[config.mk]
export PLATFORM = sky130hd
export DESIGN_NAME = ntt_stage_ctrl
export DESIGN_NICKNAME = d
export VERILOG_FILES = /design/src/rtl/ntt_stage_ctrl.sv
export SDC_FILE = /design/constraint.sdc
export NUM_CORES = 1
export LEC_CHECK = 0
export ABC_CLOCK_PERIOD_IN_PS = 3580
export BUFFER_PORTS_ARGS = -buffer_cell sky130_fd_sc_hd__buf_2
export CORE_MARGIN = 2
export CORE_UTILIZATION = 50
export DETAILED_ROUTE_END_ITERATION = 16
export PLACE_DENSITY = 0.72
export SYNTH_ARGS = -nofsm -noshare
export SYNTH_HDL_FRONTEND = slang
export SYNTH_SLANG_ARGS = --single-unit
[constraint.sdc]
create_clock -name clk -period 3.58 [get_ports clk]
set_input_delay 0.179 -clock clk [delete_from_list [all_inputs] [get_ports clk]]
set_output_delay 0.179 -clock clk [all_outputs]
set_load 0.02 [all_outputs]
[src/rtl/ntt_stage_ctrl.sv]
// Stage/butterfly sequencer for an in-place forward Cooley-Tukey NTT over an N-point RAM.
// Optional NTT_CTRL_PERF_EN adds a 32-bit busy-cycle counter output (cycle_cnt).
module ntt_stage_ctrl #(
  parameter int unsigned N      = 256,
  parameter int unsigned LOG_N  = 8,
  parameter int unsigned BF_LAT = 5
) (
  input  logic                    clk,
  input  logic                    reset,
  input  logic                    start,
  output logic                    busy,
  output logic                    done,
  output logic                    rd_en,
  output logic [LOG_N-1:0]        rd_addr_a,
  output logic [LOG_N-1:0]        rd_addr_b,
  output logic [LOG_N-1:0]        tw_addr,
  output logic                    bf_en,
  output logic                    wr_en,
  output logic [LOG_N-1:0]        wr_addr_a,
  output logic [LOG_N-1:0]        wr_addr_b,
  output logic [$clog2(LOG_N):0]  stage
`ifdef NTT_CTRL_PERF_EN
  ,
  output logic [31:0]             cycle_cnt
`endif
);

  localparam int unsigned AW = LOG_N;
  localparam int unsigned KW = LOG_N - 1;
  localparam int unsigned SW = $clog2(LOG_N) + 1;
  localparam int unsigned PD = BF_LAT + 1;
  localparam logic [KW-1:0] K_LAST = KW'(N / 2 - 1);
  localparam logic [SW-1:0] S_LAST = SW'(LOG_N - 1);
  localparam logic [PD-1:0] PIPE_LAST_ONLY = PD'(1) << (PD - 1);

  typedef enum logic [1:0] {IDLE, ISSUE, DRAIN, DONE} state_t;

  state_t          state, state_d;
  logic [SW-1:0]   s_q, s_d;
  logic [KW-1:0]   k_q, k_d;
  logic            rd_en_d;
  logic [AW-1:0]   rd_a_d, rd_b_d, tw_d;
  logic [AW-1:0]   kx, half_c, g_c, j_c, base_c;
  logic            last_wr_c;

  logic [PD-1:0]   pipe_v;
  logic [AW-1:0]   pipe_a [PD];
  logic [AW-1:0]   pipe_b [PD];

  // Last write of the stage: only the exit slot of the tag pipe is still valid.
  assign last_wr_c = (pipe_v == PIPE_LAST_ONLY);

  assign wr_en     = pipe_v[PD-1];
  assign wr_addr_a = pipe_a[PD-1];
  assign wr_addr_b = pipe_b[PD-1];

  // Next-state and stage/butterfly counters.
  always_comb begin
    state_d = state;
    s_d     = s_q;
    k_d     = k_q;
    case (state)
      IDLE: begin
        if (start) begin
          state_d = ISSUE;
          s_d     = '0;
          k_d     = '0;
        end
      end
      ISSUE: begin
        if (k_q == K_LAST) begin
          state_d = DRAIN;
          k_d     = '0;
        end else begin
          k_d = k_q + KW'(1);
        end
      end
      DRAIN: begin
        if (last_wr_c) begin
          if (s_q == S_LAST) begin
            state_d = DONE;
          end else begin
            state_d = ISSUE;
            s_d     = s_q + SW'(1);
          end
        end
      end
      DONE:    state_d = IDLE;
      default: state_d = IDLE;
    endcase
  end

  // Butterfly indexing from next (s, k): group/offset by shifts and masks only.
  always_comb begin
    kx      = AW'(k_d);
    half_c  = AW'(N >> (s_d + SW'(1)));
    g_c     = kx >> (SW'(KW) - s_d);
    j_c     = kx & (half_c - AW'(1));
    base_c  = (g_c << (SW'(AW) - s_d)) | j_c;
    rd_en_d = (state_d == ISSUE);
    rd_a_d  = '0;
    rd_b_d  = '0;
    tw_d    = '0;
    if (rd_en_d) begin
      rd_a_d = base_c;
      rd_b_d = base_c | half_c;
      tw_d   = (AW'(1) << s_d) | g_c;
    end
  end

  always_ff @(posedge clk or negedge reset) begin
    if (!reset) begin
      state     <= IDLE;
      s_q       <= '0;
      k_q       <= '0;
      busy      <= 1'b0;
      done      <= 1'b0;
      rd_en     <= 1'b0;
      rd_addr_a <= '0;
      rd_addr_b <= '0;
      tw_addr   <= '0;
      bf_en     <= 1'b0;
      stage     <= '0;
      pipe_v    <= '0;
      for (int unsigned i = 0; i < PD; i++) begin
        pipe_a[i] <= '0;
        pipe_b[i] <= '0;
      end
    end else begin
      state     <= state_d;
      s_q       <= s_d;
      k_q       <= k_d;
      busy      <= (state_d == ISSUE) || (state_d == DRAIN);
      done      <= (state_d == DONE);
      rd_en     <= rd_en_d;
      rd_addr_a <= rd_a_d;
      rd_addr_b <= rd_b_d;
      tw_addr   <= tw_d;
      bf_en     <= rd_en || (state == DRAIN);
      stage     <= s_d;
      // Tag pipe shifts every cycle, independent of the butterfly's own valid.
      pipe_v[0] <= rd_en;
      pipe_a[0] <= rd_addr_a;
      pipe_b[0] <= rd_addr_b;
      for (int unsigned i = 1; i < PD; i++) begin
        pipe_v[i] <= pipe_v[i-1];
        pipe_a[i] <= pipe_a[i-1];
        pipe_b[i] <= pipe_b[i-1];
      end
    end
  end

`ifdef NTT_CTRL_PERF_EN
  // Busy-cycle counter; restarts on an accepted start and holds after done.
  always_ff @(posedge clk or negedge reset) begin
    if (!reset) begin
      cycle_cnt <= '0;
    end else if ((state == IDLE) && start) begin
      cycle_cnt <= '0;
    end else if (busy) begin
      cycle_cnt <= cycle_cnt + 32'd1;
    end
  end
`endif

endmodule

==> results of run 1 <==
-- sequential cells by signal, indices dropped and copies added, names as in the netlist --
signal,flops
done,1
k_q,7
pipe_b,40
s_q,4
state,2
bf_en,1
rd_addr_b,8
rd_addr_a,8
pipe_a,40
wr_addr_b,8
tw_addr,8
busy,1
wr_addr_a,8
pipe_v,6
rd_en,1
-- logic make-up (layout without fill, tap and decap cells) --
kind of cell    Yosys count  count (layout)  synth area share [%]
flops                   143             143                  65.9
simple gates            115             115                  11.7
compound gates           98              98                  13.5
buf+inv                  41             132                  4.17
fa+ha+maj                13              13                  2.99
mux                       6               6                  1.15
xor+xnor                  4               4                 0.645
-- stage by stage --
stage	total power, W	hold WS (ns)	setup slack (ns)	TNS [ns]
2_1_floorplan	0.00295	-0.117	0.0328	0
3_3_place_gp	0.00337	0.332	0.115	0
3_5_place_dp	0.00340	0.335	0.129	0
4_1_cts	0.00495	0.0843	0.0742	0
5_1_grt	0.00517	0.135	-0.000301	-0.000301
6_report	0.00492	0.127	0.140	0
-- critical path: stages, from the launching register on --
cell     delay [ns]
dfrtp_1        0.45
ha_1           0.27
and3b_1        0.27
or4_1          0.55
nand2_1        0.19
inv_2          0.12
ha_1           0.21
or3_1          0.43
nor2_1         0.17
nor4_2         0.09
a311o_1        0.34
a21oi_1        0.17
a211o_1        0.13
-- cells in the mapped netlist (4+ instances only) --
master,instances
mux2i_1,4
nand2b_1,5
o2111ai_1,4
or4_1,4
nand3b_1,4
a21oi_1,14
nand4_1,6
ha_1,13
o221ai_1,4
nand3_1,12
buf_2,4
nand2_1,26
and3_1,5
o21ai_0,11
inv_1,7
a211oi_1,4
clkbuf_1,9
nor2_1,22
o211ai_1,10
buf_4,16
a21oi_2,4
nor3_1,6
dfrtp_1,143
-- what timing repair did --
action	in CTS	in global routing
hold buffers	1	0
endpoints found under the hold margin	117	0
setup endpoints to repair	0	13
resized for setup	0	5
-- metal layers --
metal  vias up  part of all wire [%]
li1       1673                     -
met1      1873                    42
met2       187                    48
met3        45                   6.0
met4         0                   3.6
met5         -                     0
-- path summary, 6_finish.rpt --
path,from,endpoint,cells past startpoint
max,s_q[1],rd_addr_a[6],12
min in group asynchronous,reset,pipe_a[19],2
min reg2reg,pipe_b[46],pipe_b[38],0
max reg2reg,s_q[1],rd_addr_a[6],12
max in group asynchronous,reset,rd_addr_b[6],3
min,start,state[0],3
-- final cells by class --
cell class / count / area (um^2) / area share (%)
inverter: 11 / 41.3 / 0.631
sequential: 143 / 3580 / 54.7
clock inverter: 10 / 65.1 / 0.994
timing repair buffer: 91 / 589 / 9.01
multi-input combinational: 236 / 1650 / 25.2
tap: 140 / 175 / 2.68
clock buffer: 20 / 445 / 6.81
-- power by group --
group	internal, W	total [W]	switching [W]
logic	0.000389	0.00109	0.000700
clock network	0.000876	0.00152	0.000649
registers	0.00210	0.00230	0.000200
total	0.00337	0.00492	0.00155
==> results.cfg, run 1 <==
[run_status]
status = completed

[cells_and_area]
syn_to_final_growth_pct = 20.5
final_common_cell = dfrtp_1
n_antenna_cell = 0
stdcell_count = 651
nNetsFinal = 516
fillCellCount = 845
layout-drive-gt1-share_pct = 27.2
layout_common_cells = 143 x dfrtp_1, 50 x buf_2, 37 x buf_4
design_area_mm2 = 0.00654
fin_util_pct = 61.2

[logic_synthesis]
synth_edf_count = 0
synth_flop_cell = dfrtp_1
synth-async-reset-ratio_pct = 100
yosysWarnings = 0
synth_cells = 420
synthesis.area_mm2 = 0.00543
synth_top_area_cell = dfrtp_1
synthTopCellsByArea = dfrtp_1 66%, ha_1 3.0%, buf_4 2.2%
ys_seq_area_share_pct = 65.9
synth_nets = 436
syn_area_per_cell_um2 = 12.9
yosysTopAreaCellShare_pct = 65.9
ys_seq_elements = 143
yosysUniqueCellTypes = 75

[clock_tree]
clk_pin_slew_worst_paths_ns = 0.06
worstSkewPairLatency_ns = 0.52
post_cts_buffers = 0
htree_levels = 4
cts_sinks = 143
cts_made_buffers = 17
clock_path_buffers = 2
clock-root-buffer = clkbuf_8
cts_tree = yes

[pwr]
peakVddDrop_v = 0.000446
powerDensity_mw_per_mm2 = 751
p_leak_nw = 3.10

[place]
placed_area_mm2 = 0.00600
hpwl_mm = 8.26
gp_congestion = 0.989
numPortBuffers = 51
place_inst = 620

[grt]
met3_usage_pct = 5.55
grt_pass1_wl_mm = 20.1
grt_busiest_layer = met2
grt_pass1_vias = 3859
gr-usage-met1_pct = 29.5
overflow = 0
grt_usage_pct = 23.0
antenna_found_initial = 0
grt_max_degree = 120
use_met2_pct = 36.2

[worst_setup_path]
cp.arrival_ns = 3.90
crit_type = reg2reg
path_max_fanout = 7
crit_path_start_kind = register
worstSetupEndpointType = register
ff2ff_setup_slack_ns = 0.14
critPathRequiredTime_ns = 4.04

[floorplan]
dieHeight_um = 108
dieArea_mm2 = 0.0117
num_io_pins = 52
core_mm2 = 0.0107
initial_core_util_pct = 50.8
die_w_um = 108
row_count = 38

[detailed_routing]
drtPass1Iterations = 6
drtIter0Drc = 540
ant_nets = 0
via_per_inst = 5.80
wl_per_cell_um = 19.1
drt_wl_total_mm = 12.4
drc = 0
vias = 3778

[sta]
fin_crit_sh_pct = 96.1
final.min_clock_period_ns = 3.44
fmax_mhz = 291
rsz0062_at_grt = yes
drv_slew = 0
relSlewSlack_pct = 32.0
report.final.setup_viol = 0
finalHoldViolations = 0
skew_ns = 0.00696
worst_slew_pin_slew_ns = 1.02

[hold_path]
hp-class = in2reg

[run]
max_cap_violations = 0
Power figures use the tool's default switching activity.
==> run 2: changes to the inputs <==
Settings changed: CORE_ASPECT_RATIO set to 1.4, CORE_MARGIN 2 to 8.
==> results.cfg, run 2 (synthesized netlist as in run 1, its figures left out) <==
[detailed_routing]
drc = 0
wl_per_cell_um = 21.5
drt_wl_total_mm = 14.3
via_per_inst = 5.74
drtPass1Iterations = 5
ant_nets = 0
drtIter0Drc = 230
vias = 3815

[worst_setup_path]
reg2reg_from = s_q[1]
crit_type = reg2reg
r2r-end = rd_addr_a[6]
crit_path_start_kind = register
ff2ff_setup_slack_ns = 0.16
cp.arrival_ns = 3.72
reg2reg_depth = 13
path_max_fanout = 8
critPathRequiredTime_ns = 3.88
worstSetupEndpointType = register
critPathLaunch = s_q[1]

[clock_tree]
cts_made_buffers = 17
clock-root-buffer = clkbuf_16
cts_tree = yes
cts_sinks = 143
clock_path_buffers = 2
worstSkewPairLatency_ns = 0.41
htree_levels = 4
clk_pin_slew_worst_paths_ns = 0.07

[hold_path]
holdPathStages = 0
hp-class = reg2reg
hold_end = pipe_b[25]
hp-start = pipe_b[33]

[floorplan]
core_mm2 = 0.0107
num_io_pins = 52
dieArea_mm2 = 0.0145
row_count = 45
dieHeight_um = 139
die_w_um = 104
initial_core_util_pct = 50.8

[cells_and_area]
fillCellCount = 816
layout-drive-gt1-share_pct = 29.8
seq_area_mm2 = 0.00358
design_area_mm2 = 0.00674
n_antenna_cell = 0
layout_common_cells = 143 x dfrtp_1, 50 x buf_2, 49 x buf_4
fin_util_pct = 63.0
syn_to_final_growth_pct = 24.1
multi_input_area_mm2 = 0.00169
nNetsFinal = 527
final_common_cell = dfrtp_1
largestRegisters = pipe_a x40, pipe_b x40

[pwr]
combinationalPowerShare_pct = 21.3
powerDensity_mw_per_mm2 = 780
p_leak_nw = 3.21
swShare_pct = 32.4
peakVddDrop_v = 0.000334
seqPwrFrac_pct = 44.7
switching_power_w = 0.00171
power_frac_clock_pct = 34.0
p_int_w = 0.00355

[sta]
finalHoldViolations = 0
fmax_mhz = 292
whs_ns = 0.333
worst_slew_pin_slew_ns = 0.870
fin_crit_sh_pct = 95.6
report.final.setup_viol = 0
skew_ns = 0.0219
final.min_clock_period_ns = 3.42
drv_slew = 0
relSlewSlack_pct = 42.0

[grt]
overflow = 0
grt_pass1_vias = 4036
grt_usage_pct = 20.5
antenna_found_initial = 0
grt_max_degree = 102
grt_pass1_wl_mm = 22.8

[run_status]
status = completed

[place]
placed_area_mm2 = 0.00606
numPortBuffers = 51
hpwl_mm = 9.89
gp_congestion = 0.955

[run]
max_cap_violations = 0
## run 2: stage by stage
stage                     power, W  worst slack (ns)  instances  TNS [ns]
after CTS                  0.00529            0.0214        663         0
after floorplan            0.00295            0.0328        420         0
after detailed placement   0.00346           -0.0225        630   -0.0225
after global placement     0.00342           -0.0162        630   -0.0162
after global routing       0.00548           -0.0583        665   -0.0928
final                      0.00526             0.157        665         0
## run 2: area by class of cell
cell class	count	area share, %
inverters	11	0.612
repair buffers	102	9.78
well taps	141	2.62
clock buffers	17	6.31
flip-flops and latches	143	53.1
multi-input cells	236	25.0
clock inverters	15	2.62
## run 2: routing by layer
layer	share of wire (%)	routed length (um)	track usage, %	vias up
met4	3.4	486	10.6	0
met1	39	5600	23.4	1942
met3	4.5	650	4.62	24
li1	-	-	-	1712
met2	53	7570	35.2	137
met5	0	0	0	-
## run 2: repair_timing
item / 4_1_cts / 5_1_grt
endpoints found under the setup margin: 3 / 13
hold buffers: 1 / 0
pin swaps: 0 / 1
buffers inserted: 0 / 2
gates resized for setup: 2 / 10
endpoints found under the hold margin: 99 / 0
cloned: 0 / 0
## run 2: critical path: stages, from the launching register on
cell and delay, ns:
dfrtp_1 0.45, ha_1 0.26, and3b_1 0.28, or4_4 0.58, nand2_4 0.13, buf_4 0.18
ha_1 0.18, ha_1 0.25, nor2b_1 0.18, o21a_2 0.21, buf_4 0.12, a311o_1 0.11
a21oi_1 0.08, a211o_1 0.29
## run 2: worst max path at each step
| stage | endpoint | slack (ns) | depth (start not counted) |
|---|---|---|---|
| after floorplan | rd_addr_a[2] | 0.03 | 12 |
| after global routing | rd_addr_a[3] | -0.06 | 13 |
| after detailed placement | rd_addr_b[4] | -0.02 | 10 |
| final | rd_addr_a[6] | 0.16 | 13 |
| after CTS | rd_addr_a[6] | 0.02 | 10 |
| after global placement | rd_addr_b[4] | -0.02 | 10 |
## run 2: power groups by stage
stage	sequential, W	clock, W	combinational (W)
after floorplan	0.00237	0	0.000586
after global routing	0.00240	0.00189	0.00120
final	0.00235	0.00179	0.00112
after CTS	0.00236	0.00182	0.00111
after global placement	0.00231	0	0.00111
after detailed placement	0.00237	0	0.00110
==> run 3: changes to the inputs <==
Settings changed: MAX_ROUTING_LAYER set to met4.
==> results.cfg, run 3 (synthesized netlist as in run 1, its figures left out) <==
[worst_setup_path]
worstSetupEndpointType = register
cp.arrival_ns = 3.76
crit_path_start_kind = register
crit_type = reg2reg
path_max_fanout = 21
reg2reg_depth = 9
critPathRequiredTime_ns = 3.88

[floorplan]
die_w_um = 104
row_count = 45
num_io_pins = 52
dieArea_mm2 = 0.0145
core_mm2 = 0.0107
initial_core_util_pct = 50.8
dieHeight_um = 139

[cells_and_area]
largestRegisters = pipe_a x40, pipe_b x40
final_common_cell = dfrtp_1
fillCellCount = 818
design_area_mm2 = 0.00680
syn_to_final_growth_pct = 25.1
stdcell_count = 671
multi_input_area_mm2 = 0.00169
nNetsFinal = 533
n_antenna_cell = 0
layout-drive-gt1-share_pct = 30.8
seq_area_mm2 = 0.00358
layout_common_cells = 143 x dfrtp_1, 54 x buf_4, 50 x buf_2

[sta]
fmax_mhz = 289
drv_slew = 0
skew_ns = 0.0142
final.min_clock_period_ns = 3.46
tns_ns = 0
report.final.setup_viol = 0
worst_slew_pin_slew_ns = 0.859
fin_crit_sh_pct = 96.7
finalHoldViolations = 0
relSlewSlack_pct = 42.1

[detailed_routing]
drc = 0
routed.top_layer = met4
via_per_inst = 5.70
drtPass1Iterations = 7
drtIter0Drc = 171
wl_per_cell_um = 21.4
wl_met2_mm = 7.56
ant_nets = 0
route.met3.wl_um = 706
drt_wl_total_mm = 14.4
vias = 3823
wl_met1_mm = 5.49

[run]
max_cap_violations = 0

[place]
place_inst = 638
numPortBuffers = 51
placed_area_mm2 = 0.00613
hpwl_mm = 9.89
gp_congestion = 0.931

[grt]
grt_pass1_wl_mm = 23.0
antenna_found_initial = 0
overflow = 0
grt_max_degree = 103
grt_usage_pct = 21.1
grt_pass1_vias = 4055

[pwr]
powerDensity_mw_per_mm2 = 771
peakVddDrop_v = 0.000342
p_total_w = 0.00524
p_leak_nw = 3.23

[clock_tree]
clk_pin_slew_worst_paths_ns = 0.06
cts_sinks = 143
htree_levels = 4
post_cts_buffers = 0
worstSkewPairLatency_ns = 0.41
cts_made_buffers = 17
clock_path_buffers = 2
cts_tree = yes
clock-root-buffer = clkbuf_16

[run_status]
status = completed

[hold_path]
hp-class = in2reg
holdPathStages = 3
-- run 3: worst paths after layout --
| check | slack (ns) | endpoint | startpoint |
|---|---|---|---|
| max | 0.12 | rd_addr_b[7] | pipe_v[1] |
| min | 0.24 | state[0] | start |
| max reg2reg | 0.12 | rd_addr_b[7] | pipe_v[1] |
| min reg2reg | 0.34 | pipe_a[37] | pipe_a[45] |
| max in group asynchronous | 2.32 | rd_addr_a[3] | reset |
| min in group asynchronous | 0.41 | pipe_a[10] | reset |
-- run 3: final cells by class --
cell class              count  area share (%)
flip-flops and latches    143            52.7
inverters                  11           0.608
clock buffers              19            6.52
clock inverters            13            2.26
well taps                 141            2.60
repair buffers            108            10.5
multi-input cells         236            24.8
-- run 3: routing by layer --
layer | vias to the layer above | track usage, %
met5 | - | -
met4 | 0 | 11.6
met3 | 37 | 5.04
met2 | 147 | 34.6
met1 | 1927 | 23.4
li1 | 1712 | -
-- run 3: what timing repair did --
action / in CTS / in global routing
endpoints found under the hold margin: 100 / 0
setup endpoints to repair: 2 / 14
gates resized for setup: 1 / 11
hold buffers: 1 / 0
-- run 3: worst max-delay path, cell delays in order (launching register included) --
cell and delay [ns]:
dfrtp_1 0.41, or4_4 0.60, o311ai_1 0.42, nand2_2 0.22
buf_12 0.21, ha_1 0.39, buf_4 0.20, o41ai_1 0.58
o31ai_2 0.11, a31o_1 0.19
-- run 3: per-stage QoR --
step                      utilization [%]  hold slack, ns  setup slack, ns
final                                63.5           0.243            0.118
after global placement               57.3           0.305           0.0122
after global routing                 63.5           0.236         -0.00725
after detailed placement             57.3           0.313          0.00929
after CTS                            63.0           0.230          0.00642
after floorplan                         -          -0.117           0.0328
-- run 3: power by group --
| group | leakage (nW) | internal, W | switching, W | total, W |
|---|---|---|---|---|
| logic | 1.13 | 0.000412 | 0.000726 | 0.00114 |
| registers | 1.82 | 0.00210 | 0.000235 | 0.00234 |
| clock network | 0.284 | 0.00106 | 0.000702 | 0.00176 |
